<file path="src/rtl/multi_tick_divider.sv">
// Bank of independent clock-enable generators sharing MasterClock, each with a
// runtime-programmable divisor, a one-cycle Tick pulse and a toggling Level output.
module multi_tick_divider #(
  parameter int NUM_CHANNELS  = 4,
  parameter int COUNTER_WIDTH = 24,
  parameter int DEFAULT_DIV   = 15000000,
  parameter int CHAN_W        = (NUM_CHANNELS > 1) ? $clog2(NUM_CHANNELS) : 1
) (
  input  logic                     MasterClock,
  input  logic                     Reset,
  input  logic [NUM_CHANNELS-1:0]  Enable,
  input  logic                     Sync,
  input  logic                     WrEn,
  input  logic [CHAN_W-1:0]        WrChan,
  input  logic [COUNTER_WIDTH-1:0] WrData,
  input  logic [CHAN_W-1:0]        RdChan,
  output logic [COUNTER_WIDTH-1:0] RdDiv,
  output logic [NUM_CHANNELS-1:0]  Tick,
  output logic [NUM_CHANNELS-1:0]  Level
);

  localparam logic [COUNTER_WIDTH-1:0] DEF_DIV = COUNTER_WIDTH'(DEFAULT_DIV);
  localparam logic [COUNTER_WIDTH-1:0] ONE     = COUNTER_WIDTH'(1);

  logic [COUNTER_WIDTH-1:0] count_q [NUM_CHANNELS];
  logic [COUNTER_WIDTH-1:0] count_d [NUM_CHANNELS];
  logic [COUNTER_WIDTH-1:0] div_q   [NUM_CHANNELS];
  logic [COUNTER_WIDTH-1:0] div_d   [NUM_CHANNELS];
  logic [NUM_CHANNELS-1:0]  tick_q, tick_d;
  logic [NUM_CHANNELS-1:0]  level_q, level_d;
  logic [COUNTER_WIDTH-1:0] rd_div_q, rd_div_d;

  // Out-of-range WrChan matches no channel, so such writes fall through harmlessly.
  always_comb begin
    for (int i = 0; i < NUM_CHANNELS; i++) begin
      count_d[i] = count_q[i];
      div_d[i]   = div_q[i];
      tick_d[i]  = 1'b0;
      level_d[i] = level_q[i];
      if (Sync) begin
        count_d[i] = '0;
        level_d[i] = 1'b0;
      end else if (WrEn && (int'(WrChan) == i)) begin
        div_d[i]   = WrData;
        count_d[i] = '0;
      end else if (Enable[i]) begin
        if (count_q[i] == div_q[i]) begin
          count_d[i] = '0;
          tick_d[i]  = 1'b1;
          level_d[i] = ~level_q[i];
        end else begin
          count_d[i] = count_q[i] + ONE;
        end
      end
    end
  end

  // Readback samples the pre-write divisor; a same-cycle write shows up next cycle.
  always_comb begin
    rd_div_d = '0;
    for (int i = 0; i < NUM_CHANNELS; i++) begin
      if (int'(RdChan) == i) rd_div_d = div_q[i];
    end
  end

  always_ff @(posedge MasterClock) begin
    if (Reset) begin
      for (int i = 0; i < NUM_CHANNELS; i++) begin
        count_q[i] <= '0;
        div_q[i]   <= DEF_DIV;
      end
      tick_q   <= '0;
      level_q  <= '0;
      rd_div_q <= DEF_DIV;
    end else begin
      for (int i = 0; i < NUM_CHANNELS; i++) begin
        count_q[i] <= count_d[i];
        div_q[i]   <= div_d[i];
      end
      tick_q   <= tick_d;
      level_q  <= level_d;
      rd_div_q <= rd_div_d;
    end
  end

  assign RdDiv = rd_div_q;
  assign Tick  = tick_q;
  assign Level = level_q;

endmodule
</file>
<file path="config.mk">
export PLATFORM = sky130hd
export DESIGN_NAME = multi_tick_divider
export DESIGN_NICKNAME = d
export VERILOG_FILES = /design/src/rtl/multi_tick_divider.sv
export SDC_FILE = /design/constraint.sdc
export NUM_CORES = 1
export LEC_CHECK = 0
export ABC_CLOCK_PERIOD_IN_PS = 2000
export CAP_MARGIN = 20
export CORE_MARGIN = 8
export CORE_UTILIZATION = 50
export CTS_CLUSTER_DIAMETER = 100
export DETAILED_ROUTE_END_ITERATION = 7
export GPL_TIMING_DRIVEN = 0
export PLACE_DENSITY_LB_ADDON = 0.08
export SKIP_CTS_REPAIR_TIMING = 1
export SLEW_MARGIN = 5
export SYNTH_ARGS = -nofsm -noshare
export SYNTH_HDL_FRONTEND = slang
export SYNTH_SLANG_ARGS = --single-unit
</file>
<file path="constraint.sdc">
create_clock -name MasterClock -period 2 [get_ports MasterClock]
set_input_delay 0.4 -clock MasterClock [delete_from_list [all_inputs] [get_ports MasterClock]]
set_output_delay 0.4 -clock MasterClock [all_outputs]
set_load 0.05 [all_outputs]
</file>
Word level (Yosys, flattened, before mapping)
Memory sizes are Yosys's and may differ from the RTL's.
Index checks and enable logic that the tools add are counted.
{ "word_totals": {"reg_bits": 32, "latch_bits": 0, "mem_bits_rw": 192, "mem_bits_ro": 0, "out_inout_bits": 32, "elab_cells": 103, "memories": 2} }
{ "op_classes": {"n_addsub": 4, "n_mul": 0, "n_div": 0, "n_lt_le_gt_ge": 0, "eq_ne": 10, "n_shift": 0, "n_mux": 43, "bitwise": 20, "n_reduce_logical": 15} }
{ "mem_list": {"columns": ["memory", "words", "word_bits", "rd", "rd_clocked_by_memory_dff", "wr", "line_no", "source"], "rows": [
  ["count_q", 4, 24, 4, 0, 4, "25", "logic [COUNTER_WIDTH-1:0] count_q [NUM_CHANNELS];"],
  ["div_q", 4, 24, 4, 0, 4, "27", "logic [COUNTER_WIDTH-1:0] div_q [NUM_CHANNELS];"]
]} }
{ "ops": {"columns": ["cell", "n"], "rows": [
  ["24-bit 2-to-1 mux", 36],
  ["24-bit by 1-bit adder with 24-bit output (second input constant)", 4],
  ["24-bit equality test", 4],
  ["4-bit OR reduction", 4],
  ["1-bit NOT", 12],
  ["3-bit AND reduction", 4],
  ["2-bit equality test (second input constant)", 4],
  ["1-bit bitwise OR", 8],
  ["1-bit 2-to-1 mux", 7],
  ["2-bit by 1-bit equality test with 1-bit output (second input constant)", 2],
  ["1-bit logical AND", 4],
  ["2-bit logical NOT", 2],
  ["2-bit OR reduction", 1]
]} }

Depth between registers and ports, before layout
{ "logic_depth": {"ltp_word": 6, "mapped_depth": 7} }

Worst setup path before layout
Ideal clock, no wire load.
{ "synth_path": {"path_type": "input to register", "start": "input port RdChan[1]", "end": "register rd_div_q[13], in the netlist RdDiv[13]", "setup_ns": 0.123, "arrival_time_ns": 1.799, "required_time_ns": 1.877, "slack_ns": 0.078, "stages": 4, "n_path_buf": 2, "cell_sequence": "clkbuf_1 buf_2 mux4_2 or2_2"} }
{ "synth_via": {"elab_chain_cells": 5, "word_cells_on_any_way": 8, "cone_classes": "eq/ne (3); mux (4); reduce/logical (1)"} }
{ "synth_lines": {"columns": ["item", "line_no", "source"], "rows": [
  ["start, declared", "16", "input logic [CHAN_W-1:0] RdChan,"],
  ["2-bit logical NOT", "62", "if (int'(RdChan) == i) rd_div_d = div_q[i];"],
  ["24-bit 2-to-1 mux (3 in a row)", "62", null],
  ["24-bit 2-to-1 mux (*)", "62", null],
  ["end signal, assigned", "82", "rd_div_q <= rd_div_d;"],
  ["end, declared", "31", "logic [COUNTER_WIDTH-1:0] rd_div_q, rd_div_d;"]
]} }
Every way passes the cells marked *; elsewhere a longest branch is shown, timed or not.
A chain may end at the register's enable or synchronous reset.

==> impl_results.md <==
- Max Fclk: 0.5058 GHz
- Cell Area, Placed: 0.01117 mm²
- Data required, critical path: 2.41 ns
- Syn_nets: 1,184
- Clock transition at the registers of the reported paths: 0.06 ns
- TritonCTS Buffers: 25
- Fraction of final layout cells sized beyond drive strength 1: 0.1597
- Tot Pwr: 9.805 mW
- Fraction of registers with async set/reset: 0
- Synth top area share: 0.4385
- Min-Delay Endpoint: count_q[0][1]
- Worst R2R Setup Slack: 0.02 ns
- GRT overflow: 0
- MaxCap Viol Count: 0
- CTS Root Cell: clkbuf_16
- DRT Pass-1 Iters: 5
- Clock Latency Late Sink: 0.53 ns
- Fin crit share: 0.9885
- DRT antenna net count: 0
- Post-Synth Simple-Gate Area: 0.2731
- Die Span X: approximately 160 µm
- Final setup margin: 0.02305 ns
- Netlist Area Pre-Place: 0.01023 mm²
- Number of I/O port buffers: 60
- Register-to-Register Path Depth: 7
- Startpoint types: register
- Vias: just over 8,000
- Hold Path Origin: Enable[0]
- Clock share of power: 0.467
- Leading area contributor after synthesis: dfxtp_1
- Clk_skew: 0.01156 ns
- Initial Util: 0.5071
- Slew Limit Fails: 0
- CTS tree: built
- Die span in y: between 150 and 200 µm
- P per Cell Area: ~800 mW/mm²
- Critical path startpoint: div_q[2][22]
- Drt drc: 0
- Total wire length: 29,430 µm
- Peak VDD IR: 0.6623 mV
- Seq/Total Area, Yosys: 0.4385
- Lkg Pwr: 4.629 nW
- Switching portion of total power: 0.2314
- Switching power total: 2.269 mW
- Crit path time final: 1.977 ns
- Relative max-transition margin: 0.4667
- Xor/xnor cell area share of the yosys netlist: 0.1632
- Worst hold-check path type: input port to register
- Most used flip-flop cell after synthesis: dfxtp_1
- Comb power frac: 0.062
- Count of cells along the worst hold path: 3
- CTS H-tree lvls: 1
- Synth Area in Adders: 0.004894
- Area Growth Syn to Fin: 21.51%
- Core area: 0.02017 mm²
- Total area of multi-input combinational cells: 0.005578 mm²
- Fin. Hold Viols: 0
- Mapped Cells: 1,144
- Post-route cell area: 0.01243 mm²
- I/O pin count: 68
- Post-synth EDFFs: 0
- Total GRT Usage: 0.2231
- Register area: 0.004569 mm²
- Syn avg cell area: 8.940 µm²
- Critical path arrival: 2.39 ns
- Die Area: ~0.025 mm²
- DR iter-0 viols: 634
- Yosys reg bits: 224
- Synth top area cells: dfxtp_1 (44%), xnor2_1 (10%), nand2_1 (8.4%)
- Post-DR wirelength/cell: approximately 19 µm
- Antenna diode count: 0
- Compound-Gate Fraction of Synth Area: 0.03695
- Final setup vio count: 0
- Number of global-route vias before repair: 7,716
- Hpwl dp: about 22,000 µm
- Vias/cell: 5.369
- Reg-to-reg startpoint: div_q[2][22]
- Pre-CTS setup slack: -0.5487 ns
- Global-route wire length before repair: 45,130 µm
- Critical Path End Type: register
- Internal power: about 7.5 mW
- Sequential share of power: 0.471
- Setup CP Type: register to register
- Worst-case clock buffer depth: 3
- Outcome: finished, final reports clean
- Largest net degree at the start of global routing: 14
- FILL cells: 1,763
- Fin nets: about 1,300
- Yosys warning total: 0
- Max FO, Critical Path: 4
- Largest family of logic cells by synthesized area: simple AND/OR/NAND/NOR gates
- Mux cell area share after synthesis: 0.05677
- Initial antenna violation count: 0
- RR Endpoint: count_q[2][0]
- Num Clock Sinks: around 220
- Post-synthesis cell type count: 43
- Gpl congestion: 0.9088
- Worst slew pin tran: 0.7970 ns
- RSZ-0062 raised after global routing: yes
- Rows: 52
==> worst max path at each step <==
stage          depth (start not counted)  slack (ns)        endpoint
5_1_grt                                6       -0.04     div_q[1][9]
3_3_place_gp                           6       -0.52   count_q[0][0]
3_5_place_dp                           6       -0.55  count_q[0][22]
2_1_floorplan                          4        0.08       RdDiv[13]
6_report                               7        0.02   count_q[2][0]
4_1_cts                                6       -0.14   count_q[1][6]
==> registers in the layout (all words and copies together), names as in the netlist <==
register  flops
count_q      96
Tick          4
RdDiv        24
Level         4
div_q        96
==> placed cells by master, fill, tap and decap left out, types with 4 or more instances in the layout <==
cell type,synthesis,final
nand4_1,58,58
ha_1,4,4
xnor2_1,118,110
dfxtp_4,0,5
or2_2,14,14
xor2_1,67,67
nor3_1,11,9
clkdlybuf4s50_1,0,28
nor3_2,3,4
mux4_2,24,24
buf_2,4,7
dfxtp_1,224,166
dlymetal6s2s_1,0,32
nand3b_1,42,42
mux2i_1,4,4
dfxtp_2,0,53
nor4_1,4,4
clkbuf_16,0,25
nor2b_1,14,14
and4_1,9,9
or3_1,5,5
nor2_1,119,119
or4_4,4,4
clkinv_2,0,6
nand3_1,32,31
buf_4,6,13
a21oi_1,60,60
nor3b_1,4,4
clkbuf_8,0,5
xnor2_2,3,11
clkbuf_1,45,42
nand2_1,229,229
and3_1,10,10
clkbuf_2,1,6
buf_6,2,9
==> routing by layer <==
layer | share of wire | track usage
met4 | 0.029 | 0.07333
met2 | 0.48 | 0.3722
met5 | 0 | 0
met1 | 0.45 | 0.2929
met3 | 0.046 | 0.03051
==> cell families after synthesis <==
| family | Yosys count |
|---|---|
| muxes | 28 |
| xor gates and xnor gates | 188 |
| AOI/OAI and AO/OA | 68 |
| DFF | 224 |
| buffers and inverters | 61 |
| and+or+nand+nor | 571 |
| adders and majority gates | 4 |
==> power groups by stage <==
stage / combinational, mW / clock, mW / sequential [mW]
after global routing: 0.655 / 4.84 / 4.62
after floorplan: 0.322 / 0 / 4.71
final: 0.610 / 4.57 / 4.62
after global placement: 0.555 / 0 / 4.72
after detailed placement: 0.561 / 0 / 4.72
after CTS: 0.563 / 4.65 / 4.62
==> critical path: stages (launching register included) <==
cell and delay (ns):
dfxtp_1 0.46, xnor2_1 0.15, nand4_1 0.11, or4_4 0.57, o211ai_4 0.27, buf_4 0.17
buf_4 0.10, nor2_1 0.03
==> per-stage QoR <==
stage	hold slack [ns]	instances	util	TNS [ns]
3_3_place_gp	0.4763	1474	0.5536	-43.94
4_1_cts	0.2075	1519	0.5944	-8.737
2_1_floorplan	0.4586	1144	-	0
5_1_grt	0.2497	1535	0.6161	-0.3079
3_5_place_dp	0.4697	1474	0.5536	-48.68
6_report	0.2263	1535	0.6161	0
==> area by class of cell <==
| class | count | share of cell area |
|---|---|---|
| tap | 270 | 0.02718 |
| clock buffer | 34 | 0.05709 |
| inverter | 3 | 0.0009062 |
| clock inverter | 11 | 0.009162 |
| multi-input combinational | 859 | 0.4489 |
| buffer | 56 | 0.02245 |
| timing repair buffer | 78 | 0.06665 |
| sequential | 224 | 0.3677 |
==> Yosys cell counts (2+ instances only) <==
master / count
mux2i_1: 4
nor3_2: 3
buf_6: 2
and3_1: 10
or3_1: 5
o211ai_2: 3
xor2_1: 67
a21oi_1: 60
inv_1: 3
nand3b_1: 42
ha_1: 4
nor3_1: 11
or2_2: 14
o41ai_1: 3
nand4_1: 58
or3b_1: 3
or4_4: 4
nand3_1: 32
mux4_2: 24
xnor2_2: 3
nor3b_1: 4
dfxtp_1: 224
and4_1: 9
and2_1: 2
nor4_1: 4
buf_4: 6
buf_2: 4
xnor2_1: 118
nor2b_1: 14
nor2_1: 119
clkbuf_1: 45
nand2_1: 229
(Power assumes the default switching activity.)
